`config.mk`:
```
export PLATFORM = sky130hd
export DESIGN_NAME = muldiv_unit
export DESIGN_NICKNAME = d
export VERILOG_FILES = /design/src/rtl/muldiv_unit.sv
export SDC_FILE = /design/constraint.sdc
export NUM_CORES = 2
export LEC_CHECK = 0
export ABC_AREA = 1
export BUFFER_PORTS_ARGS = -buffer_cell sky130_fd_sc_hd__buf_2
export CAP_MARGIN = 25
export CORE_MARGIN = 10
export CORE_UTILIZATION = 65
export CTS_BUF_LIST = sky130_fd_sc_hd__clkbuf_8
export DETAILED_ROUTE_END_ITERATION = 10
export GPL_TIMING_DRIVEN = 1
export PLACE_DENSITY = 0.88
export SLEW_MARGIN = 10
export SYNTH_ARGS = -nofsm -noshare
export SYNTH_HDL_FRONTEND = slang
export SYNTH_SLANG_ARGS = --single-unit
```
`constraint.sdc`:
```
create_clock -name cpu_clock_i -period 10.3 [get_ports cpu_clock_i]
set_input_delay 1.03 -clock cpu_clock_i [delete_from_list [all_inputs] [get_ports cpu_clock_i]]
set_output_delay 1.03 -clock cpu_clock_i [all_outputs]
set_load 0.02 [all_outputs]
```
`src/rtl/muldiv_unit.sv`:
```
// muldiv_unit: iterative M-extension multiply/divide execution unit.
// Accepts one MUL/MULH/MULHSU/MULHU/DIV/DIVU/REM/REMU micro-op at a time over
// a valid/ready request channel and returns a tagged 32-bit result over a
// valid/ready writeback channel. Multiplies take one datapath cycle, divides
// run a 32-step restoring algorithm on magnitudes followed by a sign fix-up.
// Divide-by-zero and signed overflow are resolved at accept time.
module muldiv_unit #(
  parameter int TAG_W = 6
) (
  input  logic             cpu_clock_i,
  input  logic             cpu_reset_i,
  input  logic             flush_i,
  input  logic             req_valid_i,
  output logic             req_ready_o,
  input  logic [2:0]       req_uop_i,
  input  logic [31:0]      req_rs1_i,
  input  logic [31:0]      req_rs2_i,
  input  logic [TAG_W-1:0] req_tag_i,
  output logic             res_valid_o,
  input  logic             res_ready_i,
  output logic [31:0]      res_data_o,
  output logic [TAG_W-1:0] res_tag_o
);

  typedef enum logic [2:0] {
    S_IDLE = 3'd0,
    S_MUL  = 3'd1,
    S_DIV  = 3'd2,
    S_FIX  = 3'd3,
    S_DONE = 3'd4
  } state_e;

  state_e state_q, state_d;

  // Low two uop bits: select high/low product, signedness, quotient/remainder.
  logic [1:0]       op_q,   op_d;
  logic [TAG_W-1:0] tag_q,  tag_d;
  // Multiplicand, or dividend magnitude that shifts into the quotient.
  logic [31:0]      opa_q,  opa_d;
  // Multiplier, or divisor magnitude.
  logic [31:0]      opb_q,  opb_d;
  logic [31:0]      rem_q,  rem_d;
  logic [4:0]       cnt_q,  cnt_d;
  logic             negq_q, negq_d;
  logic             negr_q, negr_d;
  logic [31:0]      res_q,  res_d;

  logic accept;

  // ---------------------------------------------------------------------------
  // Request decode (evaluated on the incoming operands)
  // ---------------------------------------------------------------------------
  logic        req_signed_div;
  logic        req_div_zero;
  logic        req_ovf;
  logic        req_special;
  logic [31:0] req_special_val;
  logic [31:0] rs1_mag;
  logic [31:0] rs2_mag;

  assign accept         = req_valid_i & req_ready_o;
  assign req_signed_div = req_uop_i[2] & ~req_uop_i[0];
  assign req_div_zero   = (req_rs2_i == 32'd0);
  assign req_ovf        = req_signed_div & (req_rs1_i == 32'h8000_0000) &
                          (req_rs2_i == 32'hFFFF_FFFF);
  assign req_special    = req_uop_i[2] & (req_div_zero | req_ovf);

  // Divide-by-zero wins over overflow (they are mutually exclusive anyway).
  assign req_special_val = req_div_zero ? (req_uop_i[1] ? req_rs1_i : 32'hFFFF_FFFF)
                                        : (req_uop_i[1] ? 32'd0     : 32'h8000_0000);

  // Magnitudes for signed division; raw values for everything else.
  assign rs1_mag = (req_signed_div & req_rs1_i[31]) ? (32'd0 - req_rs1_i) : req_rs1_i;
  assign rs2_mag = (req_signed_div & req_rs2_i[31]) ? (32'd0 - req_rs2_i) : req_rs2_i;

  // ---------------------------------------------------------------------------
  // Multiplier: operands sign/zero-extended to 64 bits; the low 64 bits of the
  // product equal those of the 33x33 signed product.
  // ---------------------------------------------------------------------------
  logic        mul_a_signed;
  logic        mul_b_signed;
  logic [63:0] mul_a;
  logic [63:0] mul_b;
  logic [63:0] mul_prod;

  assign mul_a_signed = ((op_q == 2'b01) | (op_q == 2'b10)) & opa_q[31];
  assign mul_b_signed = (op_q == 2'b01) & opb_q[31];
  assign mul_a        = {{32{mul_a_signed}}, opa_q};
  assign mul_b        = {{32{mul_b_signed}}, opb_q};
  assign mul_prod     = mul_a * mul_b;

  // ---------------------------------------------------------------------------
  // Restoring divider step: shift remainder:quotient left, trial-subtract.
  // ---------------------------------------------------------------------------
  logic [32:0] div_shift;
  logic [32:0] div_diff;
  logic        div_ge;
  logic        unused_diff_msb;

  assign div_shift       = {rem_q, opa_q[31]};
  assign div_diff        = div_shift - {1'b0, opb_q};
  assign div_ge          = (div_shift >= {1'b0, opb_q});
  // When the subtraction is kept the difference is below the divisor, so its
  // MSB is always zero.
  assign unused_diff_msb = div_diff[32];

  logic [31:0] quo_fix;
  logic [31:0] rem_fix;

  assign quo_fix = negq_q ? (32'd0 - opa_q) : opa_q;
  assign rem_fix = negr_q ? (32'd0 - rem_q) : rem_q;

  // ---------------------------------------------------------------------------
  // FSM
  // ---------------------------------------------------------------------------

  // State register
  always_ff @(posedge cpu_clock_i or posedge cpu_reset_i) begin
    // NOTE: state is updated with <= so every flop samples pre-edge values;
    // blocking assignments here would create order-dependent simulation.
    if (cpu_reset_i) state_q <= S_IDLE;
    else             state_q <= state_d;
  end

  // Next-state logic; flush overrides every transition
  always_comb begin
    state_d = state_q;
    if (flush_i) begin
      state_d = S_IDLE;
    end else begin
      case (state_q)
        S_IDLE: begin
          if (accept) begin
            if (!req_uop_i[2])    state_d = S_MUL;
            else if (req_special) state_d = S_DONE;
            else                  state_d = S_DIV;
          end
        end
        S_MUL:   state_d = S_DONE;
        S_DIV:   if (cnt_q == 5'd31) state_d = S_FIX;
        S_FIX:   state_d = S_DONE;
        S_DONE:  if (res_ready_i) state_d = S_IDLE;
        default: state_d = S_IDLE;
      endcase
    end
  end

  // Handshake outputs derived from the current state
  always_comb begin
    req_ready_o = (state_q == S_IDLE) && !flush_i;
    res_valid_o = (state_q == S_DONE);
  end

  // ---------------------------------------------------------------------------
  // Datapath
  // ---------------------------------------------------------------------------

  // Datapath next-state: operand capture, multiply, divide step, sign fix-up
  always_comb begin
    // NOTE: each _d defaults to its _q so no branch leaves a variable
    // unassigned, which would otherwise infer a latch.
    op_d   = op_q;
    tag_d  = tag_q;
    opa_d  = opa_q;
    opb_d  = opb_q;
    rem_d  = rem_q;
    cnt_d  = cnt_q;
    negq_d = negq_q;
    negr_d = negr_q;
    res_d  = res_q;
    case (state_q)
      S_IDLE: begin
        if (accept) begin
          op_d   = req_uop_i[1:0];
          tag_d  = req_tag_i;
          opa_d  = rs1_mag;
          opb_d  = rs2_mag;
          rem_d  = 32'd0;
          cnt_d  = 5'd0;
          negq_d = req_signed_div & (req_rs1_i[31] ^ req_rs2_i[31]);
          negr_d = req_signed_div & req_rs1_i[31];
          if (req_special) res_d = req_special_val;
        end
      end
      S_MUL: begin
        res_d = (op_q == 2'b00) ? mul_prod[31:0] : mul_prod[63:32];
      end
      S_DIV: begin
        rem_d = div_ge ? div_diff[31:0] : div_shift[31:0];
        opa_d = {opa_q[30:0], div_ge};
        cnt_d = cnt_q + 5'd1;
      end
      S_FIX: begin
        res_d = op_q[1] ? rem_fix : quo_fix;
      end
      default: ;
    endcase
  end

  // Datapath registers
  always_ff @(posedge cpu_clock_i or posedge cpu_reset_i) begin
    if (cpu_reset_i) begin
      op_q   <= 2'b00;
      tag_q  <= '0;
      opa_q  <= 32'd0;
      opb_q  <= 32'd0;
      rem_q  <= 32'd0;
      cnt_q  <= 5'd0;
      negq_q <= 1'b0;
      negr_q <= 1'b0;
      res_q  <= 32'd0;
    end else begin
      op_q   <= op_d;
      tag_q  <= tag_d;
      opa_q  <= opa_d;
      opb_q  <= opb_d;
      rem_q  <= rem_d;
      cnt_q  <= cnt_d;
      negq_q <= negq_d;
      negr_q <= negr_d;
      res_q  <= res_d;
    end
  end

  assign res_data_o = res_q;
  assign res_tag_o  = tag_q;

endmodule

```
* Word level (Yosys, flattened, before mapping)
Index checks and enable logic that the tools add are counted.
Word-level totals: flip-flop bits (word level) 146, output and inout bits 40, input bits 78
Cells by class: mux-type cells 26, reduce and logical (&&, ||, !) cells 12, multiply operators 1, bitwise gates (word level) 14, equality and inequality tests 14, magnitude comparators 1, $add $sub $neg 6
Operators with widths (count):
- $mux 32 | 14
- $pmux 32 s2 | 2
- $sub 1x32->32 const A | 4
- $pmux 32 s3 | 1
- $eq 32x32->1 const B | 2
- $mul 33x33->64 | 1
- $ge 33x32->1 | 1
- $logic_not 32->1 | 1
- $sub 32x32->32 | 1
- $mux 3 | 6
- $pmux 3 s4 | 1
- $and 1x1->1 | 10
- $pmux 5 s2 | 1
- $eq 3x2->1 const B | 2
- $ne 3x3->1 const B | 2
- $reduce_and 3->1 | 2
- $add 5x1->5 const B | 1
- $eq 5x5->1 const B | 1
- $mux 5 | 1
- $ne 2x2->1 const B | 2
- $reduce_and 2->1 | 2
- $eq 3x1->1 const B | 1
- $eq 3x3->1 const B | 1
- $logic_not 3->1 | 1
- other kinds (12) | 13

* Depth between registers and ports, before layout
word-level depth 11, gate-level depth with buffers 37, gate-level depth less buffers 35

* Worst setup path after synthesis
OpenSTA, ideal clock, no wires.
path type flip-flop to flip-flop, start reg op_q[1], end reg res_q[29], in the netlist res_data_o[29], slack 2.267 ns, stages on the path, launching flop included 34, data arrival time 7.955 ns, period minus slack after synthesis 8.033 ns, cells stage by stage dfrtp_1 -> clkinv_1 -> clkbuf_1 -> ha_1 -> nand2_1 -> clkbuf_1 -> inv_1 -> nand2_1 -> inv_1 -> fa_1 -> fa_1 -> fa_1 -> fa_1 -> inv_1 -> fa_1 -> inv_1 -> fa_1 -> inv_1 -> fa_1 -> fa_1 -> inv_1 -> ha_1 -> nand2_1 -> nor2_1 -> inv_1 -> nor2_1 -> inv_1 -> nor4_1 -> nand3_1 -> nand2_1 -> nand2_1 -> nand3_1 -> nand2_1 -> a21oi_1
Between the ends: word-level cells in the longest chain between the ends 6
Ends and longest elaborated chain:
- start, declared | line 36 | logic [1:0] op_q, op_d;
- start signal, assigned | line 213 | op_q <= op_d;
- $eq 2x1->1 or $eq 2x2->1 (tied branches) | line 86, 87
- $or 1x1->1 | line 86 | assign mul_a_signed = ((op_q == 2'b01) | (op_q == 2'b10)) & opa_q[31];
- $and 1x1->1 | line 86
- $mul 33x33->64 | line 90 | assign mul_prod = mul_a * mul_b;
- $mux 32 | line 186 | res_d = (op_q == 2'b00) ? mul_prod[31:0] : mul_prod[63:32];
- $pmux 32 s3 * | line 171 | case (state_q)
- end signal, assigned | line 221 | res_q <= res_d;
- end, declared | line 46 | logic [31:0] res_q, res_d;
Every way passes the cells marked *; elsewhere a longest branch is shown, timed or not. A chain may end at the register's enable or synchronous reset.

* Final worst setup path
start reg op_q[1], end reg res_q[11], in the netlist res_data_o[11]
Same word-level chain as after synthesis.

==> results_dict.tcl <==
set metrics [dict create \
    layout.area.seq_sq_um 3655 \
    n_fill_cell 6572 \
    cpPeakStageDelay_ns 0.63 \
    antenna_found_initial 6 \
    grt_overflow_total 0 \
    gp_congestion 1.118 \
    clk_pin_slew_worst_paths_ns 0.12 \
    multi_input_area_sq_um 40800 \
    syn_inst 7114 \
    synth_area_leaders "fa_1 (43%), inv_1 (13%), nand2_1 (13%)" \
    initial_core_util_pct 65.54 \
    drive_gt1_share_pct 4.414 \
    synth_top_cell_by_area "fa_1" \
    syn-num-nets 8572 \
    grt_pass1_vias 51190 \
    synth_ff_type "dfrtp_1" \
    ys_warn_count 0 \
    timing.final.crit_period_ns 8.753 \
    maxCapViolations 0 \
    syn-mean-instance-area_sq_um 7.409 \
    drc 0 \
    critical_path_peak_fanout 31 \
    dieArea_sq_um 92880 \
    post_cts_resized 0 \
    setup_violations 0 \
    synth-seq-cells 146 \
    cp_slowest_cell "fa_1" \
    track_usage_pct 40.44 \
    crit_required_ns 10.79 \
    cts_tree "built" \
    finalWirelength_mm 186.9 \
    crit_type "flip-flop to flip-flop" \
    io_pins 118 \
    num-nets-final 8490 \
    setup_tns_ns 0 \
    clock_sinks 146 \
    syn_to_final_growth_pct 3.772 \
    ys_seq_area_share_pct 6.932 \
    rows 104 \
    numPortBuffers 117 \
    wl_per_cell_microns 23.06 \
    cts_hold_buf 0 \
    dp_hpwl_mm 157.1 \
    fp.coreArea_sq_um 80420 \
    crit_path_end_kind "flip-flop" \
    slew-limit-headroom_pct 22.33 \
    grt_start_max_net_pins 85 \
    cts_setup_buffers 0 \
    firstDrtPassIters 10 \
    post_drt_via_cell_ratio 5.910 \
    fmax_ghz 0.1143 \
    numCtsBuffers 17 \
    antenna_left 0 \
    async_reset_ff_share_pct 100.0 \
    fin_util_pct 68.01 \
    startpoint_type "flip-flop" \
    hold_class "flip-flop to flip-flop" \
    clockBufferDepth 2 \
    slew_viol_final 0 \
    synth_edf_count 0 \
    finalHoldViolCount 0 \
    synth_cell_types 55 \
    synth.most_common_cell "inv_1" \
    grt_pass1_wl_mm 288.9 \
    fp.dieH_microns 304.8 \
    die_w_microns 304.8 \
    worst_pin_slew_ns 1.165 \
    grt_setup_unrepaired "no" \
    drt-initial-drc-count 5625 \
    finalCritPeriodShare_pct 84.98 \
    clock_skew_ns 0.03545 \
    syn_area_sq_um 52710 \
    cpMostUsedCell "fa_1" \
    status "finished clean" \
    synth_top_area_share_pct 42.77 \
    clock_latency_ns 0.57 \
    cp.arrival_ns 9.24 \
    yosys-top-cells-count "inv_1 (1845), nand2_1 (1796), fa_1 (1126), nor2_1 (509), nand3_1 (283)" \
    htreeDepth 4 \
    num_vias 47910 \
    cts-root-buf "clkbuf_8" \
]
state kept, by name, summed over array words and instances (netlist names):
signal	cells
opb_q	32
cnt_q	5
op_q	2
opa_q	32
rem_q	32
res_tag_o	6
negq_q	1
res_data_o	32
negr_q	1
state_q	3
path summary, 6_finish.rpt:
kind                                           from                         end  slack (ns)  cells past startpoint
setup / recovery                op_q[1]$_DFFE_PP0P_  res_data_o[11]$_DFFE_PP0P_        1.55                     29
hold / removal             res_tag_o[4]$_DFFE_PP0P_    res_tag_o[4]$_DFFE_PP0P_        0.49                      2
setup reg to reg                op_q[1]$_DFFE_PP0P_  res_data_o[11]$_DFFE_PP0P_        1.55                     29
hold reg to reg            res_tag_o[4]$_DFFE_PP0P_    res_tag_o[4]$_DFFE_PP0P_        0.49                      2
max in group asynchronous               cpu_reset_i        opb_q[4]$_DFFE_PP0P_        8.11                      3
min in group asynchronous               cpu_reset_i      state_q[2]$_DFFE_PP0P_        0.59                      2
per-stage QoR:
step / cell area [sq um] / worst slack, ns / hold WS, ns / std cells
floorplan: 52710 / 2.267 / 0.4403 / 7114
global placement: 54190 / 1.693 / 0.4544 / 8069
detailed placement: 54210 / 1.609 / 0.4622 / 8070
CTS: 54610 / 1.587 / 0.4895 / 8102
global route: 54690 / 1.135 / 0.5177 / 8105
finish: 54690 / 1.547 / 0.4905 / 8106
cell usage in the layout, fill, tap and decap left out, types with 6 or more instances in the layout:
cell type and instances:
a21oi_1 212, a31oi_1 7, buf_2 117, buf_4 113, clkbuf_8 17, dfrtp_1 145
fa_1 1126, ha_1 254, inv_1 1844, inv_2 8, inv_6 7, nand2_1 1795
nand3_1 283, nand3b_1 12, nand4_1 52, nor2_1 509, nor3_1 37, nor3_2 6
nor4_1 9, o211ai_1 14, o21ai_0 223, o21ai_1 11, o21ai_2 6, o21bai_1 14
o221ai_1 30, o22ai_1 17, o31ai_1 6, xnor2_1 30, xor2_1 67
cells by family (layout without fill, tap and decap cells):
| kind of cell | after synthesis | count (layout) | share of synthesized area [%] |
|---|---|---|---|
| AO/OA/AOI/OAI | 568 | 568 | 6.051 |
| XOR/XNOR | 97 | 97 | 1.612 |
| adder cells (fa/ha/maj) | 1380 | 1380 | 48.80 |
| buffers and inverters | 2191 | 2122 | 15.70 |
| flip-flops | 146 | 146 | 6.932 |
| other | 0 | 1 | 0 |
| AND/OR/NAND/NOR | 2732 | 2732 | 20.91 |
per-layer routing:
metal	track usage, %	routed length [microns]	part of all wire [%]
met3	10.35	22260	12
met2	63.80	84230	45
met4	26.26	14970	8.0
met1	49.00	65400	35
met5	0	61	0.033
worst max-delay path: cells and delay by family (launching register included):
kind | cells | cell delay (ns)
flip-flops | 1 | 0.36
AO/OA/AOI/OAI | 4 | 0.90
buffers and inverters | 9 | 1.44
AND/OR/NAND/NOR | 6 | 1.09
adder cells (fa/ha/maj) | 10 | 4.90
layout make-up:
class | count | area share, %
Timing Repair Buffer | 234 | 2.818
Clock buffer | 17 | 0.4278
Inverter | 1856 | 12.75
Clock inverter | 15 | 0.2997
Sequential cell | 146 | 6.682
Antenna cell | 1 | 0.004575
Tap cell | 1060 | 2.425
Multi-Input combinational cell | 4777 | 74.60
Power is not shown: default switching activity piles up to over one toggle a cycle in this logic, so the estimate is an artifact.
